$ cat config.mk
export PLATFORM = sky130hd
export DESIGN_NAME = dec_to_bin_seq
export DESIGN_NICKNAME = d
export VERILOG_FILES = /design/src/rtl/dec_to_bin_seq.sv
export SDC_FILE = /design/constraint.sdc
export NUM_CORES = 1
export LEC_CHECK = 0
export CAP_MARGIN = 20
export CORE_MARGIN = 5
export CORE_UTILIZATION = 58
export DETAILED_ROUTE_END_ITERATION = 16
export PLACE_DENSITY = 0.92
export SLEW_MARGIN = 20
export SYNTH_ARGS = -nofsm -noshare
export SYNTH_HDL_FRONTEND = slang
export SYNTH_SLANG_ARGS = --single-unit
$ cat constraint.sdc
create_clock -name clk -period 4 [get_ports clk]
set_input_delay 0.8 -clock clk [delete_from_list [all_inputs] [get_ports clk]]
set_output_delay 0.8 -clock clk [all_outputs]
set_load 0.05 [all_outputs]
$ cat src/rtl/dec_to_bin_seq.sv
// ---------------------------------------------------------------------------
// dec_to_bin_seq
//
// Converts a six-digit BCD number (000000..999999) to a 20-bit binary value
// using reverse double dabble. The 44-bit register {bcd[23:0], bin[19:0]}
// moves one bit per clock. A valid conversion takes 20 SHIFT cycles and then
// one DONE cycle, so done is high in the 21st cycle after the accept edge.
//
// Optional feature (macro DEC_TO_BIN_DIGIT_CHECK_EN):
//   When this macro is defined, an accept with any digit > 9 skips SHIFT and
//   enters DONE on the next edge with err=1 and bin_20=0. A valid accept
//   clears err. When the macro is undefined, err is constantly 0 and every
//   accept takes the 20-cycle SHIFT path.
//
// Ports:
//   clk               rising-edge clock
//   rst               asynchronous active-high reset
//   start             conversion request, sampled in IDLE only
//   digit_6..digit_1  BCD digits, digit_6 most significant, sampled at accept
//   busy              high while in SHIFT
//   done              one-cycle completion pulse (DONE state)
//   err               invalid-digit flag, updated on entry to DONE
//   bin_20            binary result, updated on entry to DONE
// ---------------------------------------------------------------------------
module dec_to_bin_seq (
   input  logic        clk,
   input  logic        rst,
   input  logic        start,
   input  logic [3:0]  digit_6,
   input  logic [3:0]  digit_5,
   input  logic [3:0]  digit_4,
   input  logic [3:0]  digit_3,
   input  logic [3:0]  digit_2,
   input  logic [3:0]  digit_1,
   output logic        busy,
   output logic        done,
   output logic        err,
   output logic [19:0] bin_20
);

   typedef enum logic [1:0] {
      IDLE  = 2'd0,
      SHIFT = 2'd1,
      DONE  = 2'd2
   } state_t;

   state_t      state;
   state_t      state_nxt;
   logic [43:0] sr;
   logic [43:0] sr_step;
   logic [4:0]  cnt;
   logic [23:0] digits_in;
   logic        last_iter;
   logic        bad_digit;

   // One reverse-double-dabble iteration: shift the whole register right,
   // then pull every BCD nibble that reached 8 or more back down by 3.
   function automatic logic [43:0] dabble_step(input logic [43:0] v);
      logic [43:0] s;
      s = v >> 1;
      for (int i = 0; i < 6; i++) begin
         if (s[20 + 4*i +: 4] >= 4'd8)
            s[20 + 4*i +: 4] = s[20 + 4*i +: 4] - 4'd3;
      end
      return s;
   endfunction

   function automatic logic any_nibble_above_9(input logic [23:0] d);
      logic bad;
      bad = 1'b0;
      for (int i = 0; i < 6; i++) begin
         if (d[4*i +: 4] > 4'd9)
            bad = 1'b1;
      end
      return bad;
   endfunction

   assign digits_in = {digit_6, digit_5, digit_4, digit_3, digit_2, digit_1};
   assign sr_step   = dabble_step(sr);
   // cnt counts completed iterations; the 20th happens while cnt == 19.
   assign last_iter = (cnt == 5'd19);

`ifdef DEC_TO_BIN_DIGIT_CHECK_EN
   assign bad_digit = any_nibble_above_9(digits_in);
`else
   assign bad_digit = 1'b0;
`endif

   // State register
   always_ff @(posedge clk or posedge rst) begin
      if (rst)
         state <= IDLE;
      else
         state <= state_nxt;
   end

   // Next state and outputs
   always_comb begin
      state_nxt = state;
      busy      = 1'b0;
      done      = 1'b0;
      case (state)
         IDLE: begin
            if (start)
               state_nxt = bad_digit ? DONE : SHIFT;
         end
         SHIFT: begin
            busy = 1'b1;
            if (last_iter)
               state_nxt = DONE;
         end
         DONE: begin
            done      = 1'b1;
            state_nxt = IDLE;
         end
         default: state_nxt = IDLE;
      endcase
   end

   // Datapath: shift register, iteration counter and held result
   always_ff @(posedge clk or posedge rst) begin
      if (rst) begin
         sr     <= '0;
         cnt    <= '0;
         bin_20 <= '0;
         err    <= 1'b0;
      end else begin
         case (state)
            IDLE: begin
               if (start) begin
                  sr  <= {digits_in, 20'd0};
                  cnt <= '0;
                  // Invalid digits go straight to DONE, so the result
                  // registers must be loaded on this same edge.
                  if (bad_digit) begin
                     bin_20 <= '0;
                     err    <= 1'b1;
                  end
               end
            end
            SHIFT: begin
               sr  <= sr_step;
               cnt <= cnt + 5'd1;
               if (last_iter) begin
                  bin_20 <= sr_step[19:0];
                  err    <= 1'b0;
               end
            end
            default: ;
         endcase
      end
   end

endmodule

==> impl_results.md, run 1 <==
- Outcome: finished, final reports clean
- #FFs+latches synth: 70
- TritonCTS clock tree: done
- Sw Ratio: 41.8%
- Worst VDD drop: 0.000524 V
- Worst path required time: 3200 ps
- Number of cells on the worst hold path: 1
- Xor/xnor cell area share of the yosys netlist: 2.57%
- Die width: 86.6 um
- Warnings, synthesis: 0
- Seq/Total Area, Yosys: 51.5%
- HP Class: register to register
- Period minus WS final: 3530 ps
- Post-Synth Adder-Cell Area: 4.04%
- Grt ovf: 0
- Detailed Route Iter0 Violations: 346
- Largest net degree at the start of global routing: 49
- Mux cell area share after synthesis: 9.30%
- Synth async-reset ratio: 100%
- PD cells: 879 nW/um^2
- Post-Synth Simple-Gate Area: 7.13%
- Seq pwr share: 38.3%
- Largest cells by area after synthesis: dfrtp_1 51%, mux2_4 8.4%, a22o_1 5.1%
- Die ar.: 7500 sq um
- Number of global-route vias before repair: 2406
- Synth Area in Compound Gates: 18.8%
- Die Y: 86.6 um
- Area Growth Syn to Fin: 18.8%
- Final Instance Area: 4040 sq um
- Combinational power share: 45.1%
- Final GP Congestion: 0.896
- H-Tree Depth: 3
- Max_cap viols: 0
- Reg2Reg Depth: 4
- Max Root-Sink Buffers: 2
- Pleak: 1.90 nW
- Share of cells above drive strength 1: 13.6%
- # DRC: 0
- Commonest non-fill, non-tap cell in the layout: dfrtp_1
- Wire per inst: 18.1 um
- Net Count, Synth: 328
- Final Cycle Share: 88.4%
- Placed inst area: 3840 sq um
- Switch Pwr: 1.49 mW
- Detailed-route via count: 2424
- Final nets: 363
- Worst hold slack: 479 ps
- Most frequent cells in the layout: 70 x dfrtp_1, 48 x clkdlybuf4s50_1, 20 x a22o_1, 19 x mux2_4
- Leading area contributor after synthesis: dfrtp_1
- Final Setup Violations: 0
- First-pass GRT wire length: 12300 um
- Synth Instances: 290
- # Post-CTS Setup Buffers: 0
- Clock skew: 9.05 ps
- Vias/cell: 5.99
- Post-DP HPWL: 4770 um
- Pre-antenna DRT Iters: 4
- Mapped Area: 3400 sq um
- Clock sink count: 70
- TritonCTS Buffers: 9
- Post_cts resized: 0
- Cts hold-fix bufs: 0
- Final hold vios: 0
- Max-slew violations: 0
- Starting Density: 58.5%
- FP Rows: 28
- Power Internal: 2.07 mW
- Clk slew on worst S/H paths: 80 ps
- Post-Layout Cell Count: 405
- Main synth FF type: dfrtp_1
- Root Buffer: clkbuf_8
- Max Fclk: 0.283 GHz
- N_diodes: 0
- Crit start category: register
- Cell count after placement: 389
- Setup TNS: 0 ps
- # IOs: 50
- Core Region: 5820 sq um
- Routed WL: 7350 um
- Post-synth top area share: 51.5%
- RSZ-0062 raised after global routing: no
- Clock network power share: 16.7%
- Unique cell type count in the Yosys netlist: 35
- Slew headroom: 59.2%
- Worst-Margin Slew: 612 ps
- Crit path kind: register to output pin
- Synthesized area per cell: 11.7 sq um
- Crit. End Element: output pin
- Pwr Total: 3.56 mW
- Main combinational cell family by area after synthesis: compound AO/OA/AOI/OAI gates
- Later-pin clock latency in the skew report: 360 ps
- IO Port Bufs: 48
- CP max FO: 40
- WP data arrival: 2730 ps
- Routed Antenna Nets: 0
- GRT Util Overall: 21.1%
- Post-synth EDFFs: 0
- Initial antenna violation count: 0
power groups by stage:
stage	Sequential (mW)	Clock (mW)	Combinational (mW)
6_report	1.36	0.592	1.60
5_1_grt	1.41	0.633	1.72
2_1_floorplan	1.58	0	0.945
3_3_place_gp	1.34	0	1.53
4_1_cts	1.35	0.602	1.61
3_5_place_dp	1.36	0	1.59
state kept, by name, indices dropped and copies added, names as in the netlist:
register and count:
state 2, bin_20 20, cnt 5, sr 43
metrics by stage:
step | setup slack [ps] | util [%]
6_report | 466 | 69.5
5_1_grt | 316 | 69.5
4_1_cts | 497 | 69.5
3_5_place_dp | 924 | 66.0
3_3_place_gp | 965 | 66.0
2_1_floorplan | 1430 | -
per-layer routing:
layer / part of all wire [%] / track usage (%)
met3: 6.6 / 5.42
met2: 49 / 31.7
met1: 42 / 29.3
met5: 0 / 0
met4: 2.2 / 8.50
worst max-delay path: stages (launching register included):
cell and delay, ps:
dfrtp_1 720, nand2b_2 390, inv_6 380, clkdlybuf4s50_1 880
Yosys cell counts, types with 2 or more instances:
cell       instances
nor3b_1            6
dfrtp_1           70
xor2_1             5
o22a_1             5
xnor2_1            5
buf_2             13
a21oi_1           13
o22ai_1           17
buf_4              2
a2bb2oi_1          5
nand2_1           17
o31ai_1            5
a31oi_1            5
nor2b_1            6
nand4_1            2
buf_6              5
mux2i_1            2
a22o_1            20
o21ai_0            5
o211a_1            5
mux2_4            19
o221ai_1           5
inv_1             14
ha_1              11
nor2_1            12
clkbuf_1           7
path summary, 6_finish.rpt:
path | end | slack (ps) | start
max in group asynchronous | sr[37]$_DFFE_PP0P_ | 2260 | rst
worst max-delay path | busy | 470 | state[0]$_DFFE_PP0P_
min in group asynchronous | bin_20[11]$_DFFE_PP0P_ | 760 | rst
worst max register to register | bin_20[18]$_DFFE_PP0P_ | 1670 | state[0]$_DFFE_PP0P_
worst min-delay path | cnt[4]$_DFFE_PP0P_ | 480 | cnt[4]$_DFFE_PP0P_
worst min register to register | cnt[4]$_DFFE_PP0P_ | 480 | cnt[4]$_DFFE_PP0P_
area by class of cell:
type / instances / area (sq um)
fillers: 417 / 1770
well taps: 75 / 93.8
clock buffers: 9 / 124
inverters: 15 / 61.3
clock inverters: 7 / 78.8
repair buffers: 51 / 503
flip-flops and latches: 70 / 1750
multi-input cells: 178 / 1430
cells by family (layout without fill, tap and decap cells):
kind of cell    count (synthesis)  in the layout
buf+inv                        42             82
other cells                     1              1
flops                          70             70
mux                            22             22
xor+xnor                       10             10
compound gates                 87             87
fa+ha+maj                      11             11
simple gates                   47             47
No activity file was read; power rests on OpenSTA's default activity.
==> run 2: changes to the inputs <==
Settings changed: MAX_ROUTING_LAYER set to met4, SETUP_SLACK_MARGIN set to 0.15.
==> impl_results.md, run 2 (synthesis results as in run 1) <==
- # DRC: 0 (unchanged)
- Critical-path cell list: nand2b_2 -> inv_6 -> clkdlybuf4s50_1 (unchanged)
- HP Class: register to register (unchanged)
- Final nets: 363 (unchanged)
- Number of global-route vias before repair: 2380 (was 2406)
- Starting Density: 58.5% (unchanged)
- Slew headroom: 28.0% (was 59.2%)
- Worst Path Buf+Inv: 2 (unchanged)
- Worst-Margin Slew: 1080 ps (was 612 ps)
- Clock sink count: 70 (unchanged)
- Worst VDD drop: 0.000495 V (was 0.000524 V)
- Max-slew violations: 0 (unchanged)
- Pleak: 1.89 nW (was 1.90 nW)
- N_diodes: 0 (unchanged)
- Clock network power share: 15.7% (was 16.7%)
- Die Y: 86.6 um (unchanged)
- TritonCTS clock tree: done (unchanged)
- Later-pin clock latency in the skew report: 340 ps (was 360 ps)
- Max Root-Sink Buffers: 2 (unchanged)
- Grt ovf: 0 (unchanged)
- Filler cells: 414 (was 417)
- Largest registers: sr: 43 flops, bin_20: 20 flops, cnt: 5 flops (unchanged)
- Pre-antenna DRT Iters: 5 (was 4)
- IO Port Bufs: 48 (unchanged)
- Reg2Reg Depth: 4 (unchanged)
- Final GP Congestion: 0.901 (was 0.896)
- Crit path kind: register to output pin (unchanged)
- Most flops, register: sr (unchanged)
- Detailed-route via count: 2355 (was 2424)
- Seq pwr share: 38.8% (was 38.3%)
- Crit start category: register (unchanged)
- Area Growth Syn to Fin: 18.5% (was 18.8%)
- Post-DP HPWL: 4700 um (was 4770 um)
- # Post-CTS Setup Buffers: 0 (unchanged)
- Core Region: 5820 sq um (unchanged)
- Crit. End Element: output pin (unchanged)
- First-pass GRT wire length: 12100 um (was 12300 um)
- Final Setup Violations: 0 (unchanged)
- Routed Antenna Nets: 0 (unchanged)
- Hold wc startpoint: cnt[4]$_DFFE_PP0P_ (unchanged)
- Max Fclk: 0.290 GHz (was 0.283 GHz)
- Critical R2R Launch: state[0]$_DFFE_PP0P_ (unchanged)
- Root Buffer: clkbuf_8 (unchanged)
- GRT Util Overall: 21.5% (was 21.1%)
- Slowest CP cell: clkdlybuf4s50_1 (unchanged)
- Routed WL: 7050 um (was 7350 um)
- Max_cap viols: 0 (unchanged)
- Setup TNS: 0 ps (unchanged)
- Post_cts resized: 0 (unchanged)
- Max FFs per register: 43 (unchanged)
- Cts hold-fix bufs: 0 (unchanged)
- Share of cells above drive strength 1: 13.3% (was 13.6%)
- Worst R2R End: bin_20[1]$_DFFE_PP0P_ (was bin_20[18]$_DFFE_PP0P_)
- Clk slew on worst S/H paths: 70 ps (was 80 ps)
- TritonCTS Buffers: 9 (unchanged)
- Clock skew: 6.48 ps (was 9.05 ps)
- Die ar.: 7500 sq um (unchanged)
- PD cells: 867 nW/um^2 (was 879 nW/um^2)
- RSZ-0062 raised after global routing: no (unchanged)
- Initial antenna violation count: 0 (unchanged)
- Commonest non-fill, non-tap cell in the layout: dfrtp_1 (unchanged)
- Slowest cell delay on critical path: 870 ps (was 880 ps)
- # IOs: 50 (unchanged)
- Pwr Total: 3.50 mW (was 3.56 mW)
- Hold EP: cnt[4]$_DFFE_PP0P_ (unchanged)
- Sw Ratio: 41.0% (was 41.8%)
- Worst hold slack: 475 ps (was 479 ps)
- Die width: 86.6 um (unchanged)
- Most frequent cells in the layout: 70 x dfrtp_1, 48 x clkdlybuf4s50_1, 20 x a22o_1, 19 x mux2_4 (unchanged)
- WP data arrival: 2650 ps (was 2730 ps)
- CP delay by family, top: buffers and inverters (unchanged)
- Wire per inst: 17.4 um (was 18.1 um)
- Detailed Route Iter0 Violations: 188 (was 346)
- Final Cycle Share: 86.2% (was 88.4%)
- Period minus WS final: 3450 ps (was 3530 ps)
- Switch Pwr: 1.43 mW (was 1.49 mW)
- FP Rows: 28 (unchanged)
- Combinational power share: 45.5% (was 45.1%)
- Worst reg-to-reg setup slack: 1760 ps (was 1670 ps)
- Largest net degree at the start of global routing: 49 (unchanged)
- H-Tree Depth: 3 (unchanged)
- Worst path required time: 3200 ps (about the same)
- CP max FO: 40 (unchanged)
- Number of cells on the worst hold path: 1 (unchanged)
- Vias/cell: 5.81 (was 5.99)
- Outcome: finished, final reports clean (unchanged)
- Final hold vios: 0 (unchanged)
- Power Internal: 2.06 mW (was 2.07 mW)
[run 2: changes by cell type in the layout (fill, tap and decap cells not counted), sizes merged]
cell    previous run  this run
clkbuf             9        10
clkinv             2         5
inv               19        15
[run 2: final cells by class]
cell class | count | area (sq um) | share of cell area (%)
inverter | 15 | 61.3 | 1.52
clock inverter | 6 | 62.6 | 1.55
multi-input combinational | 178 | 1430 | 35.5
tap | 75 | 93.8 | 2.33
clock buffer | 10 | 128 | 3.17
sequential | 70 | 1750 | 43.5
timing repair buffer | 51 | 503 | 12.5
[run 2: power groups by stage]
stage	logic [mW]	clock network, mW	registers (mW)
2_1_floorplan	0.945	0	1.58
3_3_place_gp	1.52	0	1.34
3_5_place_dp	1.59	0	1.36
4_1_cts	1.60	0.558	1.35
5_1_grt	1.72	0.592	1.41
6_report	1.59	0.549	1.36
[run 2: through the flow]
stage	worst slack, ps	std cells	util (%)	cell area (sq um)
after floorplan	1430	290	-	3400
after global placement	950	389	66.0	3840
after detailed placement	924	389	66.0	3840
after CTS	535	405	69.3	4030
after global routing	346	405	69.3	4030
final	551	405	69.3	4030
[run 2: metal layers]
metal  track usage [%]  vias up  wire length [um]
met5                 -        -                 0
li1                  -     1111                 -
met1              28.3     1167              3120
met2              32.5       63              3460
met3              3.52       14               309
met4              10.1        0               155
[run 2: how the worst max path moves through the flow]
stage | slack (ps) | end | start | depth (start not counted)
after CTS | 530 | busy | state[0]$_DFFE_PP0P_ | 3
final | 550 | busy | state[0]$_DFFE_PP0P_ | 3
after global routing | 350 | busy | state[0]$_DFFE_PP0P_ | 3
after detailed placement | 920 | busy | state[0]$_DFFE_PP0P_ | 3
after floorplan | 1430 | bin_20[0]$_DFFE_PP0P_ | rst | 1
after global placement | 950 | busy | state[0]$_DFFE_PP0P_ | 3
